--- src/rtl/sdc_supervisor.sv ---
// sdc_supervisor: AS-side SDC close/open sequencer with watchdog kick, heartbeat supervision and sticky faults.
// Define SDC_SUP_WD_SELFTEST_EN to add the post-reset watchdog self-test (SELFTEST state, fault code 5).
module sdc_supervisor #(
  parameter int WD_HALF_PERIOD = 500,
  parameter int READY_TIMEOUT  = 10000,
  parameter int CLOSE_TIMEOUT  = 100000,
  parameter int OPEN_TIMEOUT   = 10000,
  parameter int HB_TIMEOUT     = 5000,
  parameter int CNT_W          = 17
) (
  input  logic       Clock,
  input  logic       Power_on_Reset,
  input  logic       Close_request,
  input  logic       Open_request,
  input  logic       Heartbeat,
  input  logic       SDC_is_Ready,
  input  logic       SDC_relais_fb,
  output logic       Watchdog_kick,
  output logic       AS_close_SDC,
  output logic       SDC_closed,
  output logic       Fault,
  output logic [2:0] Fault_code,
  output logic [2:0] State
);
  localparam logic [2:0] S_IDLE = 3'd0, S_WAIT = 3'd1, S_CLOSING = 3'd2, S_CLOSED = 3'd3, S_OPEN = 3'd4, S_FAULT = 3'd5;
`ifdef SDC_SUP_WD_SELFTEST_EN
  localparam logic [2:0] S_SELFTEST = 3'd6;
  logic boot, st_phase;
`endif
  localparam logic [CNT_W-1:0] WD_LIM  = CNT_W'(WD_HALF_PERIOD - 1);
  localparam logic [CNT_W-1:0] RDY_LIM = CNT_W'(READY_TIMEOUT - 1);
  localparam logic [CNT_W-1:0] CLS_LIM = CNT_W'(CLOSE_TIMEOUT - 1);
  localparam logic [CNT_W-1:0] OPN_LIM = CNT_W'(OPEN_TIMEOUT - 1);
  localparam logic [CNT_W-1:0] HB_LIM  = CNT_W'(HB_TIMEOUT - 1);
  logic [2:0] state, nxt, nxt_code;
  logic [CNT_W-1:0] cnt, hb, wd;
  logic kick_en, hb_hold, hb_to, adv;
  assign State = state;
  // nxt_code is only consumed on the edge that enters FAULT, so each state sets its own code unconditionally
  always_comb begin
    nxt = state;
    nxt_code = 3'd0;
    adv = 1'b0;
    kick_en = state != S_OPEN && state != S_FAULT;
    hb_hold = state == S_IDLE;
`ifdef SDC_SUP_WD_SELFTEST_EN
    if (state == S_SELFTEST) begin
      hb_hold = 1'b1;
      kick_en = st_phase;
    end
`endif
    hb_to = !hb_hold && state != S_FAULT && !Heartbeat && hb >= HB_LIM;
    if (hb_to) begin
      nxt = S_FAULT;
      nxt_code = 3'd3;
    end else begin
      case (state)
        S_IDLE: begin
`ifdef SDC_SUP_WD_SELFTEST_EN
          if (boot) nxt = S_SELFTEST; else
`endif
          if (Close_request && !Open_request) nxt = S_WAIT;
        end
        S_WAIT: begin
          nxt_code = 3'd1;
          nxt = Open_request ? S_OPEN : SDC_is_Ready ? S_CLOSING : cnt >= RDY_LIM ? S_FAULT : !Close_request ? S_IDLE : S_WAIT;
        end
        S_CLOSING: nxt = Open_request ? S_OPEN : SDC_relais_fb ? S_CLOSED : (cnt >= CLS_LIM || !Close_request) ? S_IDLE : S_CLOSING;
        S_CLOSED: begin
          nxt_code = 3'd2;
          nxt = Open_request ? S_OPEN : !SDC_relais_fb ? S_FAULT : S_CLOSED;
        end
        S_OPEN: begin
          nxt_code = 3'd4;
          nxt = (!SDC_relais_fb && !SDC_is_Ready && !Open_request && !Close_request) ? S_IDLE : (SDC_relais_fb && cnt >= OPN_LIM) ? S_FAULT : S_OPEN;
        end
`ifdef SDC_SUP_WD_SELFTEST_EN
        S_SELFTEST: begin
          nxt_code = 3'd5;
          adv = !st_phase && !SDC_is_Ready;
          nxt = (st_phase && SDC_is_Ready) ? S_IDLE : (!adv && cnt >= RDY_LIM) ? S_FAULT : S_SELFTEST;
        end
`endif
        S_FAULT: nxt = S_FAULT;
        default: nxt = S_IDLE;
      endcase
    end
  end
  always_ff @(posedge Clock) begin
    if (Power_on_Reset) begin
      state <= S_IDLE;
      cnt <= '0;
      hb <= '0;
      wd <= '0;
      Watchdog_kick <= 1'b0;
      AS_close_SDC <= 1'b0;
      SDC_closed <= 1'b0;
      Fault <= 1'b0;
      Fault_code <= 3'd0;
`ifdef SDC_SUP_WD_SELFTEST_EN
      boot <= 1'b1;
      st_phase <= 1'b0;
`endif
    end else begin
      state <= nxt;
      cnt <= (nxt != state || adv) ? '0 : &cnt ? cnt : cnt + 1'b1;
      hb <= (hb_hold || Heartbeat) ? '0 : &hb ? hb : hb + 1'b1;
      if (kick_en) begin
        wd <= wd >= WD_LIM ? '0 : wd + 1'b1;
        if (wd >= WD_LIM) Watchdog_kick <= !Watchdog_kick;
      end
      // rises one cycle after CLOSING entry, drops on the same edge that leaves CLOSING/CLOSED
      AS_close_SDC <= (state == S_CLOSING || state == S_CLOSED) && (nxt == S_CLOSING || nxt == S_CLOSED);
      SDC_closed <= nxt == S_CLOSED;
      Fault <= nxt == S_FAULT;
      if (nxt == S_FAULT && state != S_FAULT) Fault_code <= nxt_code;
`ifdef SDC_SUP_WD_SELFTEST_EN
      boot <= 1'b0;
      st_phase <= st_phase | adv;
`endif
    end
  end
endmodule

--- config.mk ---
export PLATFORM = sky130hd
export DESIGN_NAME = sdc_supervisor
export DESIGN_NICKNAME = d
export VERILOG_FILES = /design/src/rtl/sdc_supervisor.sv
export SDC_FILE = /design/constraint.sdc
export NUM_CORES = 1
export LEC_CHECK = 0
export CAP_MARGIN = 30
export CORE_MARGIN = 4
export CORE_UTILIZATION = 50
export CTS_CLUSTER_DIAMETER = 150
export DETAILED_ROUTE_END_ITERATION = 6
export GPL_TIMING_DRIVEN = 0
export PLACE_DENSITY = 0.68
export REMOVE_ABC_BUFFERS = 1
export SLEW_MARGIN = 20
export SYNTH_ARGS = -nofsm -noshare
export SYNTH_HDL_FRONTEND = slang
export SYNTH_SLANG_ARGS = --single-unit
--- constraint.sdc ---
create_clock -name Clock -period 6.1 [get_ports Clock]
set_input_delay 1.22 -clock Clock [delete_from_list [all_inputs] [get_ports Clock]]
set_output_delay 1.22 -clock Clock [all_outputs]
set_load 0.01 [all_outputs]
==> results of run 1 <==
layer usage:
layer / GRT usage, % / vias to the layer above
li1: - / 1307
met5: 0 / -
met1: 24.9 / 1181
met3: 4.45 / 6
met2: 27.7 / 38
met4: 5.86 / 0
cells in the mapped netlist, drive strengths merged (3+ instances only):
cell type,n,area share [%]
a21oi,11,1.7
a31oi,6,1.7
and3,5,1.2
buf,7,2.0
clkbuf,7,0.83
dfxtp,61,39
ha,5,2.0
inv,9,1.1
mux2i,5,1.6
nand2,29,3.4
nand2b,4,0.79
nand3,18,2.9
nand3b,3,0.71
nand4,5,0.99
nor2,59,7.0
nor2b,6,1.2
nor3,13,2.1
nor4,22,6.6
o211ai,3,0.87
o21ai,8,1.3
or3,5,0.99
xnor2,22,6.7
xor2,18,5.0
final cells by class:
type / instances / area, um2
Multi-Input combinational cell: 276 / 1810
Tap cell: 75 / 93.8
Sequential cell: 61 / 1220
Clock inverter: 4 / 70.1
Inverter: 9 / 33.8
Timing Repair Buffer: 18 / 186
Clock buffer: 12 / 155
Fill cell: 547 / 2450
registers in the layout, summed over array words and instances (netlist names):
name and count:
State 3, cnt 17, Watchdog_kick 1, hb 17, SDC_closed 1, Fault 1
Fault_code 3, AS_close_SDC 1, wd 17
stage by stage:
step                std cells  area, um2  hold slack [ps]  total power (uW)
global placement          437       3320              455               480
global route              455       3570              513               916
floorplan                 346       3070              437               460
finish                    455       3570              480               880
detailed placement        439       3350              461               484
CTS                       455       3570              478               888
power by group through the flow:
stage / Clock [uW] / Sequential (uW) / Combinational, uW
after floorplan: 0 / 421 / 39.0
after detailed placement: 0 / 422 / 61.7
after global placement: 0 / 422 / 58.3
after CTS: 413 / 413 / 62.0
after global routing: 434 / 415 / 68.1
final: 405 / 413 / 61.9
critical path: stages:
cell and delay [ps]:
sky130_fd_sc_hd__clkdlybuf4s50_1 510, sky130_fd_sc_hd__or4b_1 550, sky130_fd_sc_hd__a21oi_1 230, sky130_fd_sc_hd__a222oi_1 170, sky130_fd_sc_hd__o211a_4 250, sky130_fd_sc_hd__xnor2_4 560, sky130_fd_sc_hd__nor4_1 110
kinds of logic (layout without fill, tap and decap cells):
logic type / after synthesis / count (layout)
AO/OA/AOI/OAI: 45 / 45
XOR/XNOR: 40 / 40
adder cells (fa/ha/maj): 5 / 5
buffers and inverters: 23 / 43
flip-flops: 61 / 61
multiplexers: 5 / 5
AND/OR/NAND/NOR: 181 / 181
how the worst min path moves through the flow:
| stage | to | slack, ps | startpoint | depth (start not counted) |
|---|---|---|---|---|
| floorplan | wd[16] | 440 | wd[16] | 2 |
| global placement | wd[1] | 450 | wd[1] | 2 |
| detailed placement | wd[16] | 460 | wd[16] | 2 |
| CTS | wd[16] | 480 | wd[16] | 2 |
| global route | Fault_code[1] | 510 | Fault_code[1] | 2 |
| finish | wd[16] | 480 | wd[16] | 2 |
==> results.md, run 1 <==
Outcome:
- The run finished with clean final reports.

Clocking:
- The clock tree buffer depth is 2.
- The clock root buffer is sky130_fd_sc_hd__clkbuf_8.
- The CTS clock-pin slew for the worst setup and hold paths is roughly 70 ps.
- TritonCTS created 9 clock buffers.
- The H-tree generated during clock tree synthesis spans 3 levels.
- TritonCTS built the clock tree.
- The number of buffers added to fix hold violations after cts is 0.
- Post-CTS repair changed the size of 0 cells.
- The count of clock tree sinks is between 60 and 70.
- The clock reaches the later pin of the worst-skew pair after between 300 and 400 ps.
- The buffers inserted during post-CTS setup optimization is 0.

Cells and area:
- The core utilization of the finished layout is between 50 and 60%.
- The library cells used most frequently in the layout, excluding fill and tap cells, are sky130_fd_sc_hd__dfxtp_1 (61), sky130_fd_sc_hd__nor2_1 (59), sky130_fd_sc_hd__nand2_1 (29).
- Relative to the synthesized area, the layout overhead comes to 13.2%.
- The net count reported at finish is 387.
- The layout cell share with drive strength beyond 1 is 10.5%.
- The count of inserted antenna diode cells is 0.
- The library cell used most frequently in the layout, excluding fill and tap cells, is sky130_fd_sc_hd__dfxtp_1.

STA:
- Setup repair after global routing left no endpoint under its margin.
- Once routing completed, OpenROAD measured the worst setup slack at 2690 ps.
- The count of final max-slew check failures is 0.
- After layout, the minimum clock period comes to ~3400 ps.
- The worst setup skew after layout is about 6.7 ps.
- The post-route clock period utilization is 55.8%.
- The relative max-transition margin is between 50% and 60%.
- The maximum operating frequency is about 290 MHz.
- The number of failing hold endpoints at the final stage is 0.
- The slew at the pin with the worst max-slew slack is roughly 720 ps.
- The setup total negative slack is 0 ps.
- Setup violations remaining at the end of the flow were counted as 0.

Flow run:
- The max capacitance violation total is 0.

Logic synthesis:
- The multiplexer share of the synthesized area is roughly 1.6%.
- The synthesis-stage register bit count is approximately 60.
- Of the total synthesized cell area, the portion taken by XOR and XNOR cells is approximately an eighth.
- The synthesized netlist occupies a cell area of between 0.003 and 0.004 mm2.
- The most used flip-flop cell after synthesis is sky130_fd_sc_hd__dfxtp_1.
- After Yosys synthesis, and, or, nand and nor cells account for between 30% and 40% of the synthesized area.
- The sequential fraction of the synthesis area is between 30% and 40%.
- The number of instances in the synthesized netlist is 360.
- The proportion of register bits with asynchronous set or reset after synthesis is 0%.
- The synthesized design contains 0 enable-type register cells.
- The average instance area after synthesis is approximately 8.8 um2.
- During synthesis, Yosys emitted a total of 0 warnings.
- The number of different library cells used by synthesis comes to 57.
- The largest family of logic cells by synthesized area is simple AND/OR/NAND/NOR gates.
- The compound-cell area share of the yosys netlist is roughly 11%.
- Of the total synthesized cell area, the portion taken by full adders, half adders and majority gates is 1.98%.

Pwr:
- The switching power total is approximately 200 uW.
- The leakage dissipation is around 0.0012 uW.
- Sequential cells burn between 40% and 50% of the power.
- Across the VDD grid, the largest voltage drop is about 0.15 mV.
- The power share of the combinational group is around 7.0%.
- The switching part of the total is a little under a quarter.
- The internal power of the cells is slightly below 700 uW.
- Per report_power, the clock group accounts for 46.0% of the total.
- In this run the power density over the cells is about 250 mW/mm2.

Floorplan:
- The die covers ~0.0077 mm2.
- The count of standard-cell rows is 28.
- The height of the die is slightly below 90 um.
- The number of ports placed on the die boundary is 17.
- The area inside the core boundary is 0.00603 mm2.
- The floorplan step set the die width to slightly below 90 um.
- The initial standard-cell utilization of the core is roughly 52%.

Worst setup path:
- The setup path with the least slack is of type input pin to flop.
- STA classifies the critical path startpoint as an input pin.
- The critical path data arrival time is approximately 3600 ps.
- The beginning of the critical path is Open_request.
- The worst register-to-register path begins at State[0].
- The worst setup path endpoint is cnt[6].
- The worst setup path is captured at a flop.
- For the worst setup path, the data required time is around 6300 ps.
- The worst register-to-register path ends at cnt[6].
- For the worst flop-to-flop path, the logic depth is 6.
- The top fanout value on the critical path is 17.
- The worst register-to-register path has a setup slack of between 3000 and 4000 ps.

Place:
- The worst slack after detailed placement is between 2000 and 2500 ps.
- The sum of net half-perimeters after detailed placement is between 4000 and 5000 um.
- The number of input and output port buffers inserted is 16.
- The routability-driven placement congestion ratio is 0.807.

Detailed routing:
- The wire length on met1 is approximately 3200 um.
- The routed layout has around 2,500 vias.
- The met3 layer wire length in the routed design is about 190 um.
- The detailed router finished its first iteration with 86 violations.
- Dividing the detail-routed wire length by the instance count gives ~13 um.
- Dividing the detail-routed via count by the number of cells gives 5.56.
- In the detailed route, the total length drawn on met2 is roughly 2700 um.
- The top layer reached by signal wires is met4.
- Before antenna repair, the detailed router went through 4 iterations.
- The number of DRC violations after detailed routing is 0.
- The count of nets left with antenna violations once routing finished came out at 0.
- The wire length after detailed routing is between 6000 and 7000 um.

Global route:
- The wire length of the first global-routing pass is approximately 11,000 um.
- Entering global routing, the biggest net connects 19 pins.
- The via count of the first global-routing pass is around 2,500.
- For this run, the total global-route usage over all layers was measured as a little under a fifth.
- The number of antenna violations at the first check in global routing is 0.
- The total overflow left after global routing is 0.

Worst hold path:
- The worst min-delay path category is flop to flop.
Note: power is estimated with default switching activity, not from simulation.
==> run 2, diff against run 1 <==
Clock period 6.1 ns to 3.5 ns, I/O delays scaled along.
==> results of run 2 <==
Same layout as run 1 (identical final DEF). Status: finished clean.
Main changes from that run: setup slack after placement 2360 ps -> 278 ps; setup slack after layout 2690 ps -> 614 ps; register-to-register setup slack 3360 ps -> 760 ps; total power 880 uW -> 1530 uW; worst IR drop on VDD 0.153 mV -> 0.267 mV
==> run 3, diff against run 2 <==
Settings changed: PLACE_DENSITY 0.68 to 0.71.
Clock period 3.5 ns to 2.5 ns, I/O delays scaled along.
==> run 3 against run 2 <==
  * Worst hold slack worse by 7.2 ps
  * Die area stayed put
  * Worst setup slack got worse by 480 ps
  * Critical path depth up 1
  * Critical endpoint is now cnt[5]
  * Largest power group unchanged
==> results.md, run 3 (synthesized netlist as in run 1, its figures left out) <==
Worst setup path:
- The beginning of the critical path is SDC_is_Ready.
- The critical path goes through clkdlybuf4s50_1 > or4b_1 > a21oi_2 > nand3_1 > o211a_4 > xnor2_4 > buf_12 > nor4b_1.
- The worst setup path is launched from an input pin.
- The buffers plus inverters on the worst setup path is 2 (+1).
- The start-to-end type of the worst setup path is input pin to flop.
- For the worst setup path, the data required time is 2740 ps.
- The largest delay contributor family on the critical path is simple AND/OR/NAND/NOR gates.
- The maximum single-stage delay on the critical path was 520 ps (-40 ps).
- The largest individual stage delay along the critical path comes from the cell sky130_fd_sc_hd__or4b_1.
- The terminus of the critical flop-to-flop path is cnt[14].
- The reg-to-reg startpoint is cnt[10].
- STA puts the critical path data arrival time at ~2600 ps.
- The count of cells along the worst register-to-register path is 10 (+4).
- Across all register-to-register paths, the minimum setup slack is 190 ps.
- The top fanout value on the critical path came to 17 (unchanged).
- The endpoint kind of the worst setup timing path is a flop.

Outcome:
- The flow ran to the end, and the final reports show no timing, DRC or antenna violations.

Detailed routing:
- The residual antenna-violating net count after detailed routing is 0 (unchanged).
- The number of iterations in the first detailed-routing pass came to 4 (unchanged).
- The wire length after detailed routing is 6290 um (+3.0%).
- The via-per-instance ratio is 5.58 (+0.29%).
- The number of DRC violations after detailed routing is 0 (unchanged).
- The top layer reached by signal wires is met4.
- The detail-routed net length per standard cell is 13.7 um (+2.3%).
- The number of DRC markers in iteration 0 is 109 (+27%).
- The routed via count is 2,556 (+0.95%).
- The met3 layer wire length in the routed design is 219 um (+18%).
- The wire length on met1 is 3210 um (+0.12%).
- The total met2 wirelength after detailed routing came to 2750 um (+3.2%).

Cells and area:
- The area of combinational cells with multiple inputs came to 0.00184 mm2 (+1.4%).
- The register area is 0.00123 mm2 (+0.51%).
- The layout cell share with drive strength beyond 1 is 14.4% (+3.8 points).
- The library cells used most frequently in the layout, excluding fill and tap cells, are sky130_fd_sc_hd__nor2_1 (59), sky130_fd_sc_hd__dfxtp_1 (56), sky130_fd_sc_hd__nand2_1 (29).
- The synthesis-to-finish area growth is 15.8%.
- The net count reported at finish is 390 (+0.78%).
- The largest registers in the layout are cnt: 17 flops, hb: 17 flops, wd: 17 flops.
- The number of filler instances in the final layout is 524 (-4.2%).
- The library cell used most frequently in the layout, excluding fill and tap cells, is sky130_fd_sc_hd__nor2_1.
- The count of inserted antenna diode cells was 0 (unchanged).

Place:
- The number of input and output port buffers inserted is 16 (unchanged).
- The routability-driven placement congestion ratio was 0.785 (-2.8%).
- The worst slack after detailed placement is -530 ps.
- The sum of net half-perimeters after detailed placement is 4290 um (-0.84%).

Pwr:
- The part of the total power dissipated in sequential elements is 46.7% (-0.3 points).
- The leakage dissipation is 0.00119 uW (+2.3%).
- The internal portion of the total power is roughly 1700 uW.
- The power per standard cell area is 590 mW/mm2.
- The power share of the combinational group is 7.8% (+0.8 points).
- The worst ir drop on vdd is approximately 0.35 mV.
- The design draws ~2200 uW.
- The switching part of the total is a little under a quarter.
- Summed over all nets, the switching power comes to 501 uW.
- The portion of total power attributed to the clock network came to 45.5% (-0.5 points).

Floorplan:
- The area enclosed by the die boundary is 0.00765 mm2 (unchanged).
- The number of ports placed on the die boundary is 17 (unchanged).
- The horizontal extent of the die is 87.5 um (unchanged).
- The initial standard-cell utilization of the core is 52.4% (unchanged).
- The area inside the core boundary came to 0.00603 mm2 (unchanged).
- The height of the die is 87.5 um (unchanged).
- The count of standard-cell rows is 28 (unchanged).

STA:
- The slew at the pin with the worst max-slew slack is 630 ps (-93.1 ps).
- The post-route clock period utilization is 94.6%.
- Static timing analysis puts the maximum clock frequency at between 400 and 500 MHz.
- The minimum setup slack in the final design is between 100 and 150 ps.
- The minimum clock period after layout is roughly 2400 ps.
- The worst setup skew after layout is 7.61 ps (+0.953 ps).
- The count of final max-slew check failures is 0 (unchanged).
- The number of failing hold endpoints at the final stage is 0 (unchanged).
- The relative max-transition margin is 57.6% (+5.9 points).
- The number of setup violations in the final report is 0 (unchanged).

Clocking:
- The clock insertion delay at the later pin of the skew report is 340 ps (about the same).
- The clock tree buffer depth came to 2 (unchanged).
- The TritonCTS buffer count is 9 (unchanged).
- The CTS clock-pin slew for the worst setup and hold paths is 70 ps (about the same).
- TritonCTS built the clock tree.
- The deepest level of the CTS H-tree is 3 (unchanged).
- In this run the clock root is driven by a sky130_fd_sc_hd__clkbuf_8.
- The count of clock tree sinks is 61 (unchanged).
- The number of buffers added to fix hold violations after cts was 0 (unchanged).

Worst hold path:
- The tightest min-delay check is of the flop to flop type.
- The startpoint identified for the worst hold timing path is wd[1].
- The worst hold path stage count came to 2 (unchanged).
- The capture endpoint of the worst hold path is wd[1].

Global route:
- The number of antenna violations at the first check in global routing is 0 (unchanged).
- The via count of the first global-routing pass came to 2,436 (-0.98%).
- The total global routing track utilization came to 18.3% (+0.22 points).
- The total overflow reported by the global router is 0 (unchanged).
- The largest net degree at the start of global routing is 19 (unchanged).
- The wire length of the first global-routing pass is 11,100 um (-0.68%).

Flow run:
- The max capacitance violation total came to 0 (unchanged).
run 3: repair_timing:
item	in CTS	in global routing
buffers inserted	2	2
pin swaps	2	1
endpoints found under the setup margin	17	22
resized for setup	2	10
run 3: stage by stage:
stage | util [%] | hold slack [ps] | setup TNS [ps] | std cells | area [um2]
after floorplan | - | 437 | 0 | 346 | 3070
after global placement | 55.1 | 457 | -16140 | 437 | 3320
after detailed placement | 55.4 | 472 | -9000 | 438 | 3340
after CTS | 60.0 | 480 | 0 | 456 | 3620
after global routing | 60.7 | 497 | -107 | 458 | 3660
final | 60.7 | 473 | 0 | 458 | 3660
run 3: layout make-up:
type / count / area share (%)
Tap cell: 75 / 2.56
Multi-Input combinational cell: 276 / 50.3
Clock buffer: 14 / 5.27
Timing Repair Buffer: 21 / 6.36
Clock inverter: 2 / 1.03
Sequential cell: 61 / 33.5
Inverter: 9 / 0.923
run 3: power by group through the flow:
stage | combinational [uW] | clock (uW) | sequential [uW]
6_report | 169 | 982 | 1010
5_1_grt | 185 | 1040 | 1010
4_1_cts | 166 | 998 | 1010
3_5_place_dp | 146 | 0 | 1030
3_3_place_gp | 141 | 0 | 1030
2_1_floorplan | 95.1 | 0 | 1030
run 3: worst max-delay path by stage:
stage | cells past startpoint | to | slack, ps
2_1_floorplan | 6 | cnt[0] | 60
3_3_place_gp | 7 | cnt[4] | -510
3_5_place_dp | 7 | cnt[6] | -530
4_1_cts | 8 | cnt[6] | 40
5_1_grt | 10 | cnt[12] | -40
6_report | 8 | cnt[5] | 130
run 3: worst min-delay path, cell delays in order, from the launching register on:
cell,delay (ps)
sky130_fd_sc_hd__dfxtp_1,320
sky130_fd_sc_hd__nand2_1,60
sky130_fd_sc_hd__a21oi_1,50
run 3: per-layer routing:
layer,vias up,global-route usage (%)
met3,9,3.50
met5,-,0
met1,1201,24.7
met4,0,9.34
li1,1308,-
met2,38,27.7
==> RTL change, RTL diff (settings of run 2) <==
`CNT_W`: 17 -> 19.
--- a/src/rtl/sdc_supervisor.sv
+++ b/src/rtl/sdc_supervisor.sv
@@ -7,5 +7,5 @@
   parameter int OPEN_TIMEOUT   = 10000,
   parameter int HB_TIMEOUT     = 5000,
-  parameter int CNT_W          = 17
+  parameter int CNT_W          = 19
 ) (
   input  logic       Clock,
Check against the original RTL: no difference found for any inputs over 10 cycles, from zero or initial values and one cycle with Power_on_Reset high; that may be too few to reach the edited logic, so the function may still have changed.
==> RTL change against run 2 <==
Critical path depth down 1. Largest cell class unchanged. Worst setup slack better by 43 ps. Synthesized area up 6.1%. Worst hold slack worse by 2.3 ps. Final area grew 4.1%. Power shrank 1.6%. Wire length up 16%. Sequential cell count up 6. Critical path type unchanged.
==> RTL change: results (changes against run 2) <==
* Global-route wire length before repair at 12500 um (+12%)
* Via density per instance at 5.78 (+3.9%)
* Via Count at 2782 (+9.9%)
* Maximum net fanout on the critical path at 19 (+2)
* Adder-cell share of the synthesized area at 1.12% (-0.86 points)
* Leading post-synthesis cells by instance count: dfxtp_1, nor2_1, a211oi_1, nand2_1, xnor2_1
* Starting DRC count in detailed routing at 95 (+10%)
* Biggest area contributors in the synthesized netlist: dfxtp_1, nor2_1, xnor2_1, a211oi_1, xor2_1
* Vias in the first global route at 2675 (+8.7%)
* Final net count at 409 (+5.7%)
* Complex-gate fraction of the synthesized area at 16.3% (+5.0 points)
* Gr usage total at 18.6% (+0.47 points)
* Synthesized area divided by synthesized cell count at 8.72 um^2 (-0.57%)
* Largest net degree at the start of global routing at 20 (+1)
* Sequential area share after synthesis at 40.0% (+1.4 points)
* Run status: finished, final reports clean
* Largest vdd supply drop at 0.221 mV (-17%)
* Normalized max-slew margin at 35.7% (-16 points)
* Synth Area in XOR/XNOR at 9.41% (-2.3 points)
* Ratio of cells with drive above 1 in the final layout at 8.91% (-1.6 points)
* Clock Skew at 8.32 ps (+1.67 ps)
* Post-detailed-placement half-perimeter wirelength at 4940 um (+14%)
* Count of distinct cell types in the synthesized netlist at 62 (+8.8%)
* Leakage power at 1.18 nW (+1.4%)
* # placed instances at 465 (+5.9%)
==> RTL change: where the power goes <==
part | leakage (nW) | switching (W) | total (W) | internal, W
Clock | 0.0950 | 0.000297 | 0.000623 | 0.000326
Combinational | 0.547 | 0.0000583 | 0.0000963 | 0.0000380
Sequential | 0.541 | 0.0000154 | 0.000789 | 0.000773
Total | 1.18 | 0.000371 | 0.00151 | 0.00114
==> RTL change: layout make-up <==
class,count,area [um^2]
Clock buffer,9,124
Clock inverter,7,68.8
Fill cell,580,2700
Inverter,12,45.0
Multi-Input combinational cell,292,1880
Sequential cell,67,1340
Tap cell,77,96.3
Timing Repair Buffer,17,165
==> RTL change: cell families after synthesis <==
kind of cell | count (synthesis)
DFF | 67
AOI/OAI and AO/OA | 74
buffers and inverters | 25
and+or+nand+nor | 176
adders and majority gates | 3
muxes | 3
xor gates and xnor gates | 36
==> RTL change: final timing paths <==
kind	from	endpoint	slack, ps	depth (start not counted)
worst max register to register	hb[3]	cnt[9]	670	6
worst max-delay path	SDC_is_Ready	cnt[17]	660	6
worst min register to register	wd[8]	wd[8]	480	2
worst min-delay path	wd[8]	wd[8]	480	2
==> RTL change: through the flow <==
stage	utilization (%)	instance area [um^2]	setup WS, ps	hold WS, ps
global route	57.9	3720	411	493
CTS	57.9	3720	670	482
detailed placement	54.9	3530	315	465
floorplan	-	3260	1000	437
finish	57.9	3720	657	478
global placement	54.8	3520	332	448
==> RTL change: critical path, stage by stage <==
cell	delay, ps
clkdlybuf4s50_1	490
nor4b_1	280
inv_1	110
o311a_2	460
a31oi_2	800
a211oi_1	180
==> RTL change: per-layer routing <==
metal	share of wire, %	global-route usage (%)	vias up	wire length (um)
met2	45	28.0	41	3170
met1	50	25.1	1290	3560
met3	4.6	6.43	2	325
li1	-	-	1449	-
met4	0.41	5.62	0	29
met5	0	0	-	0
